$ cat src/rtl/pipe_ctrl.sv
// Pipeline control for an in-order NSTAGE-deep pipe: load-use stall, branch
// flush, operand forwarding selects, halt drain and retirement counting.
module pipe_ctrl #(
  parameter int unsigned DATA_W = 16,
  parameter int unsigned NSTAGE = 4,
  parameter int unsigned REG_AW = 4
) (
  input  logic                     clk,
  input  logic                     rst,
  input  logic                     in_valid,
  output logic                     in_ready,
  input  logic [DATA_W-1:0]        in_data,
  input  logic [REG_AW-1:0]        in_dst,
  input  logic                     in_wr,
  input  logic                     in_load,
  input  logic                     in_halt,
  input  logic [REG_AW-1:0]        in_src1,
  input  logic [REG_AW-1:0]        in_src2,
  input  logic                     in_use1,
  input  logic                     in_use2,
  input  logic                     flush,
  output logic [NSTAGE-1:0]        stage_valid,
  output logic [NSTAGE*DATA_W-1:0] stage_data,
  output logic                     stall,
  output logic [1:0]               fwd1_sel,
  output logic [1:0]               fwd2_sel,
  output logic                     hlt,
  output logic [15:0]              retired
);

  localparam int unsigned Last = NSTAGE - 1;

  typedef struct packed {
    logic              valid;
    logic [DATA_W-1:0] data;
    logic [REG_AW-1:0] dst;
    logic              wr;
    logic              load;
    logic              halt;
    logic [REG_AW-1:0] src1;
    logic [REG_AW-1:0] src2;
    logic              use1;
    logic              use2;
  } stage_t;

  stage_t        st_q [NSTAGE];
  stage_t        st_d [NSTAGE];
  stage_t        fetch;
  logic          halt_seen_q, halt_seen_d;
  logic          hlt_q;
  logic [15:0]   retired_q;

  // Select a forwarding source for one stage-1 operand; stage 2 is younger and wins.
  function automatic logic [1:0] fwd_pick(input logic [REG_AW-1:0] src, input logic rd,
                                          input stage_t s1, input stage_t s2,
                                          input stage_t s3);
    logic [1:0] sel;
    sel = 2'b00;
    if (s1.valid && rd) begin
      if (s2.valid && s2.wr && (s2.dst != '0) && (s2.dst == src)) begin
        sel = 2'b01;
      end else if (s3.valid && s3.wr && (s3.dst != '0) && (s3.dst == src)) begin
        sel = 2'b10;
      end
    end
    return sel;
  endfunction

  // Load-use hazard detect, ready and forwarding selects.
  always_comb begin
    stall = st_q[0].valid & st_q[1].valid & st_q[1].load & st_q[1].wr &
            (st_q[1].dst != '0) &
            ((st_q[0].use1 & (st_q[0].src1 == st_q[1].dst)) |
             (st_q[0].use2 & (st_q[0].src2 == st_q[1].dst)));
    in_ready = ~stall & ~halt_seen_q;
    fwd1_sel = fwd_pick(st_q[1].src1, st_q[1].use1, st_q[1], st_q[2], st_q[3]);
    fwd2_sel = fwd_pick(st_q[1].src2, st_q[1].use2, st_q[1], st_q[2], st_q[3]);
  end

  // Next-state of the stage registers; a stall holds decode and injects a bubble behind it.
  always_comb begin
    fetch = '0;
    if (in_valid && in_ready && !flush) begin
      fetch.valid = 1'b1;
      fetch.data  = in_data;
      fetch.dst   = in_dst;
      fetch.wr    = in_wr;
      fetch.load  = in_load;
      fetch.halt  = in_halt;
      fetch.src1  = in_src1;
      fetch.src2  = in_src2;
      fetch.use1  = in_use1;
      fetch.use2  = in_use2;
    end
    for (int k = 1; k < NSTAGE; k++) begin
      st_d[k] = st_q[k-1];
    end
    if (stall) begin
      st_d[0] = st_q[0];
      st_d[1] = '0;
    end else begin
      st_d[0] = fetch;
    end
    halt_seen_d = halt_seen_q | (st_d[0].valid & st_d[0].halt);
  end

  // State registers; the HLT itself is counted on the edge it leaves the last stage.
  always_ff @(posedge clk or posedge rst) begin
    if (rst) begin
      for (int k = 0; k < NSTAGE; k++) begin
        st_q[k] <= '0;
      end
      halt_seen_q <= 1'b0;
      hlt_q       <= 1'b0;
      retired_q   <= '0;
    end else begin
      st_q        <= st_d;
      halt_seen_q <= halt_seen_d;
      if (st_q[Last].valid && !hlt_q) begin
        retired_q <= retired_q + 16'd1;
      end
      if (st_q[Last].valid && st_q[Last].halt) begin
        hlt_q <= 1'b1;
      end
    end
  end

  // Flatten stage state onto the output buses.
  always_comb begin
    for (int k = 0; k < NSTAGE; k++) begin
      stage_valid[k]                 = st_q[k].valid;
      stage_data[k*DATA_W +: DATA_W] = st_q[k].data;
    end
    hlt     = hlt_q | (st_q[Last].valid & st_q[Last].halt);
    retired = retired_q;
  end

endmodule

$ cat config.mk
export PLATFORM = sky130hd
export DESIGN_NAME = pipe_ctrl
export DESIGN_NICKNAME = d
export VERILOG_FILES = /design/src/rtl/pipe_ctrl.sv
export SDC_FILE = /design/constraint.sdc
export NUM_CORES = 1
export LEC_CHECK = 0
export ABC_AREA = 1
export CAP_MARGIN = 30
export CORE_ASPECT_RATIO = 2
export CORE_MARGIN = 1
export CORE_UTILIZATION = 50
export DETAILED_ROUTE_END_ITERATION = 8
export GPL_TIMING_DRIVEN = 0
export PLACE_DENSITY_LB_ADDON = 0.1
export SETUP_SLACK_MARGIN = 0.4
export SYNTH_ARGS = -nofsm -noshare
export SYNTH_HDL_FRONTEND = slang
export SYNTH_SLANG_ARGS = --single-unit
$ cat constraint.sdc
create_clock -name clk -period 6.3 [get_ports clk]
set_input_delay 0.945 -clock clk [delete_from_list [all_inputs] [get_ports clk]]
set_output_delay 0.945 -clock clk [all_outputs]
set_load 0.03 [all_outputs]
* After elaboration in Yosys (flattened, before gate mapping)
Cells that the tools add are included.
** Word-level totals
- Bits of input ports :: 37
- Bits in registers :: 132
- Word-level logic and storage cells :: 83
- Output and inout bits :: 91
** Cells by class
- Multiplexer cells :: 9
- Equality and inequality tests :: 6
- Reduce and logical (&&, ||, !) cells :: 19
- Add/subtract/negate cells :: 1
- Bitwise logic cells :: 15
** Operators with widths (count)
- $mux 34 :: 3
- $eq 4x4->1 :: 6
- $add 16x1->16 const B :: 1
- $logic_and 1x1->1 :: 14
- $mux 2 :: 6
- $reduce_bool 4->1 :: 3
- $and 1x1->1 :: 10
- $or 1x1->1 :: 3
- $logic_not 1->1 :: 2
- $not 1->1 :: 2

* Longest topological paths before layout
Gate-level depths: netlist (run 1).
- Word-level depth :: 13
- Depth in mapped cells :: 11
- Mapped depth without buffers :: 10

* Worst setup path before layout (run 1)
Ideal clock, no wire load.
- Path kind :: register to output
- From :: register st_q (netlist bit st_d[50])
- To :: output in_ready
- Required time :: 5.355 ns
- Setup slack :: 3.938 ns
- Path buffers :: 1
- Arrival time :: 1.417 ns
- Cell stages (with the launch flop) :: 11
- Path through :: dfrtp_1 -> inv_1 -> nand2_1 -> nand2_1 -> nor2_1 -> nand3_1 -> nand2_1 -> nand2_2 -> inv_2 -> buf_2 -> nor2_1
** On the way
- Cells in the longest elaborated chain, start to end :: 6
- Elaborated cells between the ends (all ways) :: 10
- Those cells by class :: eq/ne: 2; bitwise: 7; reduce/logical: 1
** RTL lines
- from (decl) :: RTL line 46 : stage_t st_q [NSTAGE];
- from (signal assigned) :: RTL line 117 : st_q <= st_d;
- $eq 4x4->1 (on tied branches) :: RTL line 73, 74
- $and 1x1->1 (on tied branches) :: RTL line 73, 74
- $or 1x1->1 :: RTL line 73 : ((st_q[0].use1 & (st_q[0].src1 == st_q[1].dst)) |
- $and 1x1->1 * :: RTL line 72 : (st_q[1].dst != '0) &
- $not 1->1 * :: RTL line 75 : in_ready = ~stall & ~halt_seen_q;
- $and 1x1->1 * :: RTL line 75
- to (decl) :: RTL line 11 : output logic in_ready,
Every way passes the cells marked *; elsewhere a longest branch is shown, timed or not.

* Final worst setup path (run 1)
Ends and elaborated chain as after synthesis.

==> summary.md, run 1 <==
| Metric | Value |
|---|---|
| Total global-route track usage | `0.210` |
| DRT iter0 DRCs | `128` |
| Cts hold-fix bufs | `0` |
| Final setup viols | `0` |
| Crit path max fanout | `10` |
| Hold Fails Final Rpt | `0` |
| Achievable Freq | `294 MHz` |
| Worst-path clk slew | `60 ps` |
| Sw frac | `0.206` |
| CP Buf/Inv Count | `4` |
| Storage cell area | `3300 um2` |
| Die height | `148 um` |
| CP top delay family | `buffers and inverters` |
| Internal power | `1.51 mW` |
| Max_slew headroom | `0.632` |
| Average wire per standard cell | `12.9 um` |
| CTS H-tree depth | `4` |
| Share of cells above drive strength 1 | `0.193` |
| Core area | `10,500 um2` |
| Flop2flop setup slack | `4650 ps` |
| R2R Path Start | `retired[0]$_DFFE_PP0P_` |
| Post-route DRC violation count | `0` |
| Vias in the first global route | `3,836` |
| Fill cells | `849` |
| Worst path most repeated cell | `nand2_1` |
| R2R depth | `8` |
| Placed Area | `6840 um2` |
| Cell Area, Synth | `5360 um2` |
| GPL Wtd Cong | `0.809` |
| CTS Root Cell | `clkbuf_16` |
| Longest Clk Path Bufs | `2` |
| Post-Route WL | `10,600 um` |
| Grt ovf | `0` |
| Resized cells post-CTS | `0` |
| Synth Register Bits | `132` |
| Final Net Count | `709` |
| Pre-CTS setup slack | `3360 ps` |
| Initial DRT Pass Iterations | `4` |
| Final worst setup slack | `2900 ps` |
| Core Rows | `53` |
| Commonest non-fill, non-tap cell in the layout | `dfrtp_1` |
| Clock share of power | `0.530` |
| Most frequent cells in the layout | `dfrtp_1 (132), clkdlybuf4s50_1 (127), inv_1 (77), nand2_1 (75), buf_4 (69)` |
| Nature of the critical path startpoint | `flop` |
| Final period util | `0.540` |
| DIE AREA | `11,200 um2` |
| Setup_tns | `0 ps` |
| CTS tree | `done` |
| RSZ-0062 raised after global routing | `no` |
| Post-CTS setup buffers | `0` |
| Final hold slack | `347 ps` |
| Area grow syn2layout | `39.0%` |
| Ant. Diodes | `0` |
| Crit-path cells | `inv_1, nand2_1, nand2_1, nor2_1, nand3_1, nand2_1, nand2_2, inv_2, buf_2, nor2_1, clkdlybuf4s50_1` |
| Average size of a mapped cell | `10.2 um2` |
| Leak Pwr | `3.82 nW` |
| Worst Path Arrival | `2450 ps` |
| R2R Path End | `retired[14]$_DFFE_PP0P_` |
| DP HPWL | `7750 um` |
| Worst Skew | `9.09 ps` |
| IO Count | `128` |
| Die X | `75.2 um` |
| Syn_nets | `562` |
| Min-Delay Path Class | `flop to flop` |
| Mapped Cells | `524` |
| Distinct cells, synth | `25` |
| Largest net degree at the start of global routing | `75` |
| Combinational Power Share | `0.024` |
| Outcome | `finished clean` |
| Sequential element share of the synthesized area | `0.616` |
| Max Transition Viols Final | `0` |
| Ys Warns | `0` |
| Worst hold stages | `0` |
| Critical-path top delay cell | `clkdlybuf4s50_1` |
| CP Class | `flop to primary output` |
| Total CTS buffers | `17` |
| WP data required | `5350 ps` |
| Max IR drop VDD | `0.189 mV` |
| Final ANT Viol Nets | `0` |
| Fin area | `7450 um2` |
| Buffers on Ports | `127` |
| Util after Layout | `0.711` |
| Max Cap Viol | `0` |
| Clk sink count | `132` |
| Multi-input logic area | `1180 um2` |
| Max stage delay on crit path | `690 ps` |
| Detailed-route via count | `3,663` |
| Crit. End Element | `primary output` |
| Initial antenna violation count | `0` |
| Min-Delay Startpoint | `st_d[10]$_DFF_PP0_` |
| Pwr dens | `255 nW/um2` |
| Hold EP | `st_q[10]$_DFF_PP0_` |
| Routed vias/inst | `4.46` |
| Clock latency on the worst-skew pair | `410 ps` |
| Global-route wire length before repair | `17,100 um` |
| Worst-Margin Slew | `552 ps` |
| Starting Density | `0.512` |
| Net switching power | `0.391 mW` |
| Seq pwr share | `0.447` |
| Post-layout minimum cycle time | `3400 ps` |
## power by group through the flow
stage,logic (mW),registers [mW],clock network [mW]
2_1_floorplan,0.0163,0.863,0
3_3_place_gp,0.0427,0.864,0
3_5_place_dp,0.0460,0.863,0
4_1_cts,0.0462,0.848,1.02
5_1_grt,0.0513,0.848,1.06
6_report,0.0447,0.848,1.01
## metrics by stage
step / instances / power (mW)
after global routing: 821 / 1.96
after floorplan: 524 / 0.880
after CTS: 821 / 1.92
after global placement: 788 / 0.906
after detailed placement: 789 / 0.909
final: 821 / 1.90
## Yosys cell counts
| cell type | count | share of area |
|---|---|---|
| inv_2 | 5 | 0.0035 |
| nand3_1 | 8 | 0.0075 |
| xnor2_1 | 9 | 0.015 |
| nor2_2 | 4 | 0.0047 |
| dfrtp_1 | 132 | 0.62 |
| nor4_1 | 3 | 0.0035 |
| inv_1 | 78 | 0.055 |
| nor2_1 | 59 | 0.041 |
| nand2_4 | 1 | 0.0021 |
| xor2_1 | 21 | 0.034 |
| buf_6 | 1 | 0.0021 |
| nand3b_1 | 1 | 0.0014 |
| nor2_4 | 2 | 0.0042 |
| mux2_2 | 1 | 0.0021 |
| ha_1 | 1 | 0.0023 |
| nand3_2 | 3 | 0.0056 |
| nand2_2 | 3 | 0.0035 |
| nand2_1 | 75 | 0.052 |
| nor3_1 | 3 | 0.0028 |
| o21ai_1 | 32 | 0.030 |
| and3_1 | 2 | 0.0023 |
| buf_4 | 69 | 0.097 |
| buf_2 | 8 | 0.0075 |
| nor3_4 | 1 | 0.0030 |
| nand4_1 | 2 | 0.0023 |
## sequential cells by signal, indices dropped and copies added, names as in the netlist
signal,count
stage_data,64
st_d,23
st_q,23
retired,16
halt_seen_q,1
stage_valid,4
hlt_q,1
## logic make-up (layout without fill, tap and decap cells)
kind of cell,count (synthesis),in the layout,share of synthesized area
AO/OA/AOI/OAI,32,32,0.0299
multiplexers,1,1,0.00210
adder cells (fa/ha/maj),1,1,0.00233
XOR/XNOR,30,30,0.0490
flip-flops,132,132,0.616
buffers and inverters,161,321,0.164
AND/OR/NAND/NOR,167,167,0.137
## worst max path at each step
| stage | from | to | slack [ps] | cells past startpoint |
|---|---|---|---|---|
| after floorplan | rst | halt_seen_q$_DFF_PP0_ | 1830 | 1 |
| after global placement | rst | stage_data[25]$_DFF_PP0_ | 180 | 2 |
| after detailed placement | st_q[108]$_DFFE_PP0N_ | in_ready | 3360 | 11 |
| after CTS | st_d[50]$_DFF_PP0_ | in_ready | 2870 | 11 |
| after global routing | st_d[50]$_DFF_PP0_ | in_ready | 2690 | 11 |
| final | st_d[50]$_DFF_PP0_ | in_ready | 2900 | 11 |
## cell type report
class | instances | share of cell area
sequential | 132 | 0.443
timing repair buffer | 128 | 0.174
inverter | 83 | 0.0425
clock buffer | 18 | 0.0589
tap | 137 | 0.0230
multi-input combinational | 231 | 0.158
clock inverter | 14 | 0.0237
buffer | 78 | 0.0764
## layer usage
metal  GRT usage  share of wire  vias up
met2       0.398           0.60       91
met3      0.0501          0.034       20
met5           0              0        -
met1       0.199           0.35     1756
li1            -              -     1796
met4       0.105          0.021        0
Note: power is estimated with default switching activity, not from simulation.
==> run 2, diff against run 1 <==
clock period = 3.3 ns   (was 6.3 ns; I/O delays follow)
==> summary.md, run 2 (synthesis results as in run 1) <==
| Metric | Value |
|---|---|
| Min-Delay Path Class | `flop to flop` |
| Placed Area | `6870 um2 (+0.46%)` |
| Global-route wire length before repair | `17,400 um (+1.6%)` |
| R2R Path Start | `st_q[106]$_DFFE_PP0N_` |
| Fill cells | `850 (+0.12%)` |
| Most frequent cells in the layout | `dfrtp_1 (132), clkdlybuf4s50_1 (125), inv_1 (77), nand2_1 (75), buf_4 (69)` |
| Worst-path clk slew | `60 ps (about the same)` |
| Util after Layout | `0.710 (-0.00143)` |
| Die height | `148 um (unchanged)` |
| Ant. Diodes | `0 (unchanged)` |
| Starting Density | `0.512 (unchanged)` |
| Post-route DRC violation count | `0 (unchanged)` |
| R2R Path End | `stage_data[20]$_DFF_PP0_` |
| Core area | `10,500 um2 (unchanged)` |
| Largest net degree at the start of global routing | `45 (-40%)` |
| CTS tree | `done` |
| Nature of the critical path startpoint | `flop` |
| Crit path max fanout | `10 (unchanged)` |
| Post-layout minimum cycle time | `2680 ps` |
| Leak Pwr | `3.81 nW (-0.41%)` |
| Max_slew headroom | `0.582 (-0.0499)` |
| Total CTS buffers | `17 (unchanged)` |
| CP top delay family | `buffers and inverters` |
| Multi-input logic area | `1180 um2 (unchanged)` |
| Outcome | `finished clean` |
| Storage cell area | `3300 um2 (unchanged)` |
| DIE AREA | `11,200 um2 (unchanged)` |
| Setup_tns | `0 ps (unchanged)` |
| Total global-route track usage | `0.215 (+0.00527)` |
| Buffers on Ports | `127 (unchanged)` |
| Max reg flops | `64 (unchanged)` |
| Average wire per standard cell | `12.8 um (-0.89%)` |
| Max stage delay on crit path | `410 ps (-280 ps)` |
| Max Cap Viol | `0 (unchanged)` |
| Achievable Freq | `373 MHz` |
| Clock latency on the worst-skew pair | `420 ps (about the same)` |
| Area grow syn2layout | `38.7%` |
| Longest Clk Path Bufs | `2 (unchanged)` |
| Critical-path top delay cell | `dfrtp_1` |
| Flop2flop setup slack | `1680 ps (-2970 ps)` |
| DRT iter0 DRCs | `123 (-3.9%)` |
| RSZ-0062 raised after global routing | `no` |
| R2R depth | `8 (unchanged)` |
| Hold EP | `st_q[10]$_DFF_PP0_` |
| Worst hold stages | `0 (unchanged)` |
| Clk sink count | `132 (unchanged)` |
| Initial DRT Pass Iterations | `4 (unchanged)` |
| CP Buf/Inv Count | `3 (-1)` |
| Routed vias/inst | `4.49 (+0.55%)` |
| Worst Skew | `12.2 ps (+3.14 ps)` |
| WP depth | `8 (-3)` |
| Pwr dens | `468 nW/um2 (+84%)` |
| Die X | `75.2 um (unchanged)` |
| Post-CTS setup buffers | `0 (unchanged)` |
| DP HPWL | `7940 um (+2.5%)` |
| Crit-path cells | `xnor2_1, nand3_1, nand2_1, nand2_2, inv_2, buf_2, nor2_1, dlygate4sd2_1` |
| CTS Root Cell | `clkbuf_16` |
| WP data required | `2800 ps (-2550 ps)` |
| Resized cells post-CTS | `2 (+2)` |
| Final Net Count | `711 (+0.28%)` |
| Commonest non-fill, non-tap cell in the layout | `dfrtp_1` |
| CTS H-tree depth | `4 (unchanged)` |
| Max Transition Viols Final | `0 (unchanged)` |
| Power Total | `3.48 mW (+83%)` |
| Core Rows | `53 (unchanged)` |
| GPL Wtd Cong | `0.825 (+1.9%)` |
| Vias in the first global route | `3,881 (+1.2%)` |
| Cts hold-fix bufs | `0 (unchanged)` |
| Share of cells above drive strength 1 | `0.195 (+0.00235)` |
| IO Count | `128 (unchanged)` |
| Final period util | `0.813` |
| Detailed-route via count | `3,692 (+0.79%)` |
| CP Class | `flop to primary output` |
| Hold Fails Final Rpt | `0 (unchanged)` |
| Grt ovf | `0 (unchanged)` |
| Worst Path Arrival | `2190 ps (-260 ps)` |
| Final ANT Viol Nets | `0 (unchanged)` |
| Final setup viols | `0 (unchanged)` |
| Post-Route WL | `10,600 um (-0.65%)` |
| Min-Delay Startpoint | `st_d[10]$_DFF_PP0_` |
| Worst-Margin Slew | `625 ps (+73.5 ps)` |
| Initial antenna violation count | `0 (unchanged)` |
| Fin area | `7440 um2 (-0.20%)` |
| Max IR drop VDD | `0.368 mV (+95%)` |
| Crit. End Element | `primary output` |
[run 2: cell types whose count changed in the layout (fill, tap and decap cells not counted), sizes merged]
cell           change
clkinvlp           +5
inv                -3
buf                +2
bufinv             -2
clkdlybuf4s50      -2
dlygate4sd2        +2
[run 2: how the worst max path moves through the flow]
stage | to | slack [ps] | startpoint
floorplan | halt_seen_q$_DFF_PP0_ | 1170 | rst
finish | in_ready | 620 | st_q[106]$_DFFE_PP0N_
global placement | stage_data[23]$_DFF_PP0_ | 70 | rst
detailed placement | in_ready | 820 | st_q[108]$_DFFE_PP0N_
CTS | in_ready | 600 | st_q[106]$_DFFE_PP0N_
global route | in_ready | 470 | st_d[49]$_DFF_PP0_
[run 2: worst reg2reg max path, delay by kind of cell (launching register included)]
kind | cells | cell delay, ps
and+or+nand+nor | 4 | 370
DFF | 1 | 410
xor gates and xnor gates | 1 | 270
buffers and inverters | 3 | 450
[run 2: routing by layer]
metal	part of all wire	global-route usage	vias to the layer above	wire length, um
met2	0.58	0.395	100	6110
met3	0.034	0.0467	31	354
met4	0.042	0.137	0	442
met5	0	0	-	0
li1	-	-	1797	-
met1	0.35	0.205	1764	3650
[run 2: power breakdown]
part | switching [mW] | internal, mW | leakage (nW)
Combinational | 0.0425 | 0.0470 | 1.73
Sequential | 0 | 1.62 | 1.83
Clock | 0.712 | 1.06 | 0.249
Total | 0.754 | 2.72 | 3.81
[run 2: final cells by class]
type / count / area share
flip-flops and latches: 132 / 0.444
repair buffers: 130 / 0.179
multi-input cells: 231 / 0.159
plain buffers: 78 / 0.0765
clock buffers: 18 / 0.0590
inverters: 83 / 0.0424
well taps: 137 / 0.0230
clock inverters: 14 / 0.0178
[run 2: stage by stage]
step                setup WS (ps)  instances  hold slack (ps)
detailed placement            816        791              335
global route                  473        823              353
CTS                           603        823              348
global placement             71.2        788              334
finish                        617        823              346
floorplan                    1170        524              331
==> run 3, diff against run 2 <==
clock period = 2.6 ns   (was 3.3 ns; I/O delays follow)
==> summary.md, run 3 (synthesis results as in run 1) <==
| Metric | Value |
|---|---|
| Max reg flops | `64 (unchanged)` |
| Storage cell area | `3310 um2 (about the same)` |
| Layout Cells excl Fill | `829 (+0.73%)` |
| Longest Clk Path Bufs | `2 (unchanged)` |
| Core area | `10,500 um2 (unchanged)` |
| Placed Area | `6870 um2 (unchanged)` |
| Pre-CTS setup slack | `221 ps (-595 ps)` |
| Min-Delay Path Class | `flop to flop` |
| Starting Density | `0.512 (unchanged)` |
| Final period util | `0.830` |
| Combinational Power Share | `0.026 (about the same)` |
| Critical-path top delay cell | `dfrtp_1` |
| Post-route DRC violation count | `0 (unchanged)` |
| Largest net degree at the start of global routing | `45 (unchanged)` |
| Net switching power | `0.964 mW (+28%)` |
| DIE AREA | `11,200 um2 (unchanged)` |
| Max Transition Viols Final | `0 (unchanged)` |
| Initial antenna violation count | `0 (unchanged)` |
| CTS tree | `done` |
| Commonest non-fill, non-tap cell in the layout | `dfrtp_1` |
| Achievable Freq | `463 MHz` |
| Final setup viols | `0 (unchanged)` |
| DP HPWL | `7940 um (unchanged)` |
| Util after Layout | `0.718 (+0.00788)` |
| Average wire per standard cell | `12.9 um (+0.88%)` |
| Met2 Use GR | `0.399 (+0.00360)` |
| Clk sink count | `132 (unchanged)` |
| CTS H-tree depth | `4 (unchanged)` |
| DRT iter0 DRCs | `140 (+14%)` |
| Seq pwr share | `0.465 (about the same)` |
| Initial DRT Pass Iterations | `4 (unchanged)` |
| CP Class | `flop to primary output` |
| Pwr dens | `588 nW/um2 (+26%)` |
| R2R depth | `11 (+3)` |
| Busiest layer in global routing | `met2` |
| Fill cells | `840 (-1.2%)` |
| Setup_tns | `0 ps (unchanged)` |
| CP Buf/Inv Count | `4 (+1)` |
| Global routing usage on met3 | `0.0474 (+0.000678)` |
| WP data required | `2210 ps (-590 ps)` |
| Crit path max fanout | `6 (-4)` |
| Area grow syn2layout | `40.2%` |
| Clock share of power | `0.510 (about the same)` |
| Post-Route WL | `10,700 um (+1.6%)` |
| Most frequent cells in the layout | `dfrtp_1 (130), clkdlybuf4s50_1 (121), inv_1 (76), nand2_1 (75), buf_4 (75)` |
| Post-layout minimum cycle time | `2160 ps` |
| Nature of the critical path startpoint | `flop` |
| Total global-route track usage | `0.217 (+0.00112)` |
| Core Rows | `53 (unchanged)` |
| Detailed-route via count | `3,726 (+0.92%)` |
| Max IR drop VDD | `0.477 mV (+30%)` |
| Ant. Diodes | `0 (unchanged)` |
| Fin area | `7520 um2 (+1.1%)` |
| Buffers on Ports | `127 (unchanged)` |
| Max_slew headroom | `0.582 (about the same)` |
| Share of cells above drive strength 1 | `0.223 (+0.0272)` |
| Hold Fails Final Rpt | `0 (unchanged)` |
| Vias in the first global route | `3,888 (+0.18%)` |
| Routed vias/inst | `4.49 (+0.19%)` |
| Crit-path cells | `inv_2, nand2_1, nand2_1, nor2_1, nand3_1, nand2_1, nand2_2, inv_4, buf_6, nor2_2, buf_6` |
| IO Count | `128 (unchanged)` |
| Crit. End Element | `primary output` |
| Final Net Count | `717 (+0.84%)` |
| Worst-Margin Slew | `626 ps (+0.112 ps)` |
| Die height | `148 um (unchanged)` |
| Global-route wire length before repair | `17,500 um (+0.47%)` |
| Internal power | `3.46 mW (+27%)` |
| Outcome | `finished clean` |
| Worst path most repeated cell | `nand2_1` |
| Grt ovf | `0 (unchanged)` |
| WP depth | `11 (+3)` |
| Max stage delay on crit path | `420 ps (about the same)` |
| Routing usage on met1 | `0.205 (-0.000465)` |
| Leak Pwr | `3.85 nW (+1.2%)` |
| Worst hold stages | `0 (unchanged)` |
| Worst Path Arrival | `1770 ps (-420 ps)` |
| CP top delay family | `simple AND/OR/NAND/NOR gates` |
| Worst-path clk slew | `60 ps (about the same)` |
| GPL Wtd Cong | `0.825 (unchanged)` |
| RSZ-0062 raised after global routing | `yes` |
| Sw frac | `0.218 (+0.00127)` |
| Worst Skew | `9.71 ps (-2.52 ps)` |
| Final ANT Viol Nets | `0 (unchanged)` |
| Final worst setup slack | `441 ps (-176 ps)` |
| Cells after DPL | `791 (unchanged)` |
| Die X | `75.2 um (unchanged)` |
| Multi-input logic area | `1210 um2 (+2.4%)` |
| Cts hold-fix bufs | `0 (unchanged)` |
| CTS Root Cell | `clkbuf_16` |
| Max Cap Viol | `0 (unchanged)` |
| Clock latency on the worst-skew pair | `420 ps (about the same)` |
| Total CTS buffers | `17 (unchanged)` |
[run 3: cell count changes in the layout (fill, tap and decap cells not counted), moves of 2 or more]
cell,change
dlygate4sd2_1,-2
dfrtp_1,-2
buf_6,+4
clkdlybuf4s50_1,-4
dfrtp_2,+2
nor2_1,-2
buf_4,+6
[run 3: layout make-up]
| class | count | share of cell area |
|---|---|---|
| plain buffers | 78 | 0.0773 |
| clock buffers | 18 | 0.0584 |
| clock inverters | 14 | 0.0176 |
| inverters | 83 | 0.0422 |
| multi-input cells | 231 | 0.161 |
| flip-flops and latches | 132 | 0.439 |
| well taps | 137 | 0.0228 |
| repair buffers | 136 | 0.181 |
[run 3: per-stage QoR]
stage	hold WS (ps)	total power [mW]
after global placement	334	2.20
after floorplan	331	2.13
after global routing	353	4.57
after CTS	348	4.47
final	346	4.42
after detailed placement	335	2.21
[run 3: worst register-to-register path, cell delays in order, from the launching register on]
cell,delay [ps]
dfrtp_1,410
inv_2,80
nand2_1,60
nand2_1,50
nor2_1,90
nand3_1,90
nand2_1,90
nand2_2,80
buf_4,150
nand3_2,100
buf_2,250
nand2_1,110
[run 3: power by group through the flow]
stage | Sequential, mW | Clock (mW) | Combinational, mW
3_5_place_dp | 2.09 | 0 | 0.118
5_1_grt | 2.05 | 2.38 | 0.131
4_1_cts | 2.05 | 2.29 | 0.118
6_report | 2.06 | 2.25 | 0.114
3_3_place_gp | 2.09 | 0 | 0.104
2_1_floorplan | 2.09 | 0 | 0.0400
[run 3: metal layers]
metal	wire (um)	up-vias
met2	6240	101
met1	3660	1785
met5	0	-
li1	-	1810
met3	395	30
met4	434	0
[run 3: repair_timing]
item,in CTS,in global routing
cloned,0,0
pin swaps,1,5
endpoints found under the hold margin,0,0
gates resized for setup,25,20
buffers inserted,3,3
endpoints found under the setup margin,6,5
[run 3: final timing paths]
kind | startpoint | to | slack [ps]
setup / recovery | st_d[47]$_DFF_PP0_ | in_ready | 440
hold / removal | st_d[10]$_DFF_PP0_ | st_q[10]$_DFF_PP0_ | 350
setup reg to reg | st_d[47]$_DFF_PP0_ | stage_valid[0]$_DFF_PP0_ | 920
hold reg to reg | st_d[10]$_DFF_PP0_ | st_q[10]$_DFF_PP0_ | 350
max in group asynchronous | rst | stage_data[45]$_DFF_PP0_ | 1330
min in group asynchronous | rst | stage_data[1]$_DFFE_PP0N_ | 400
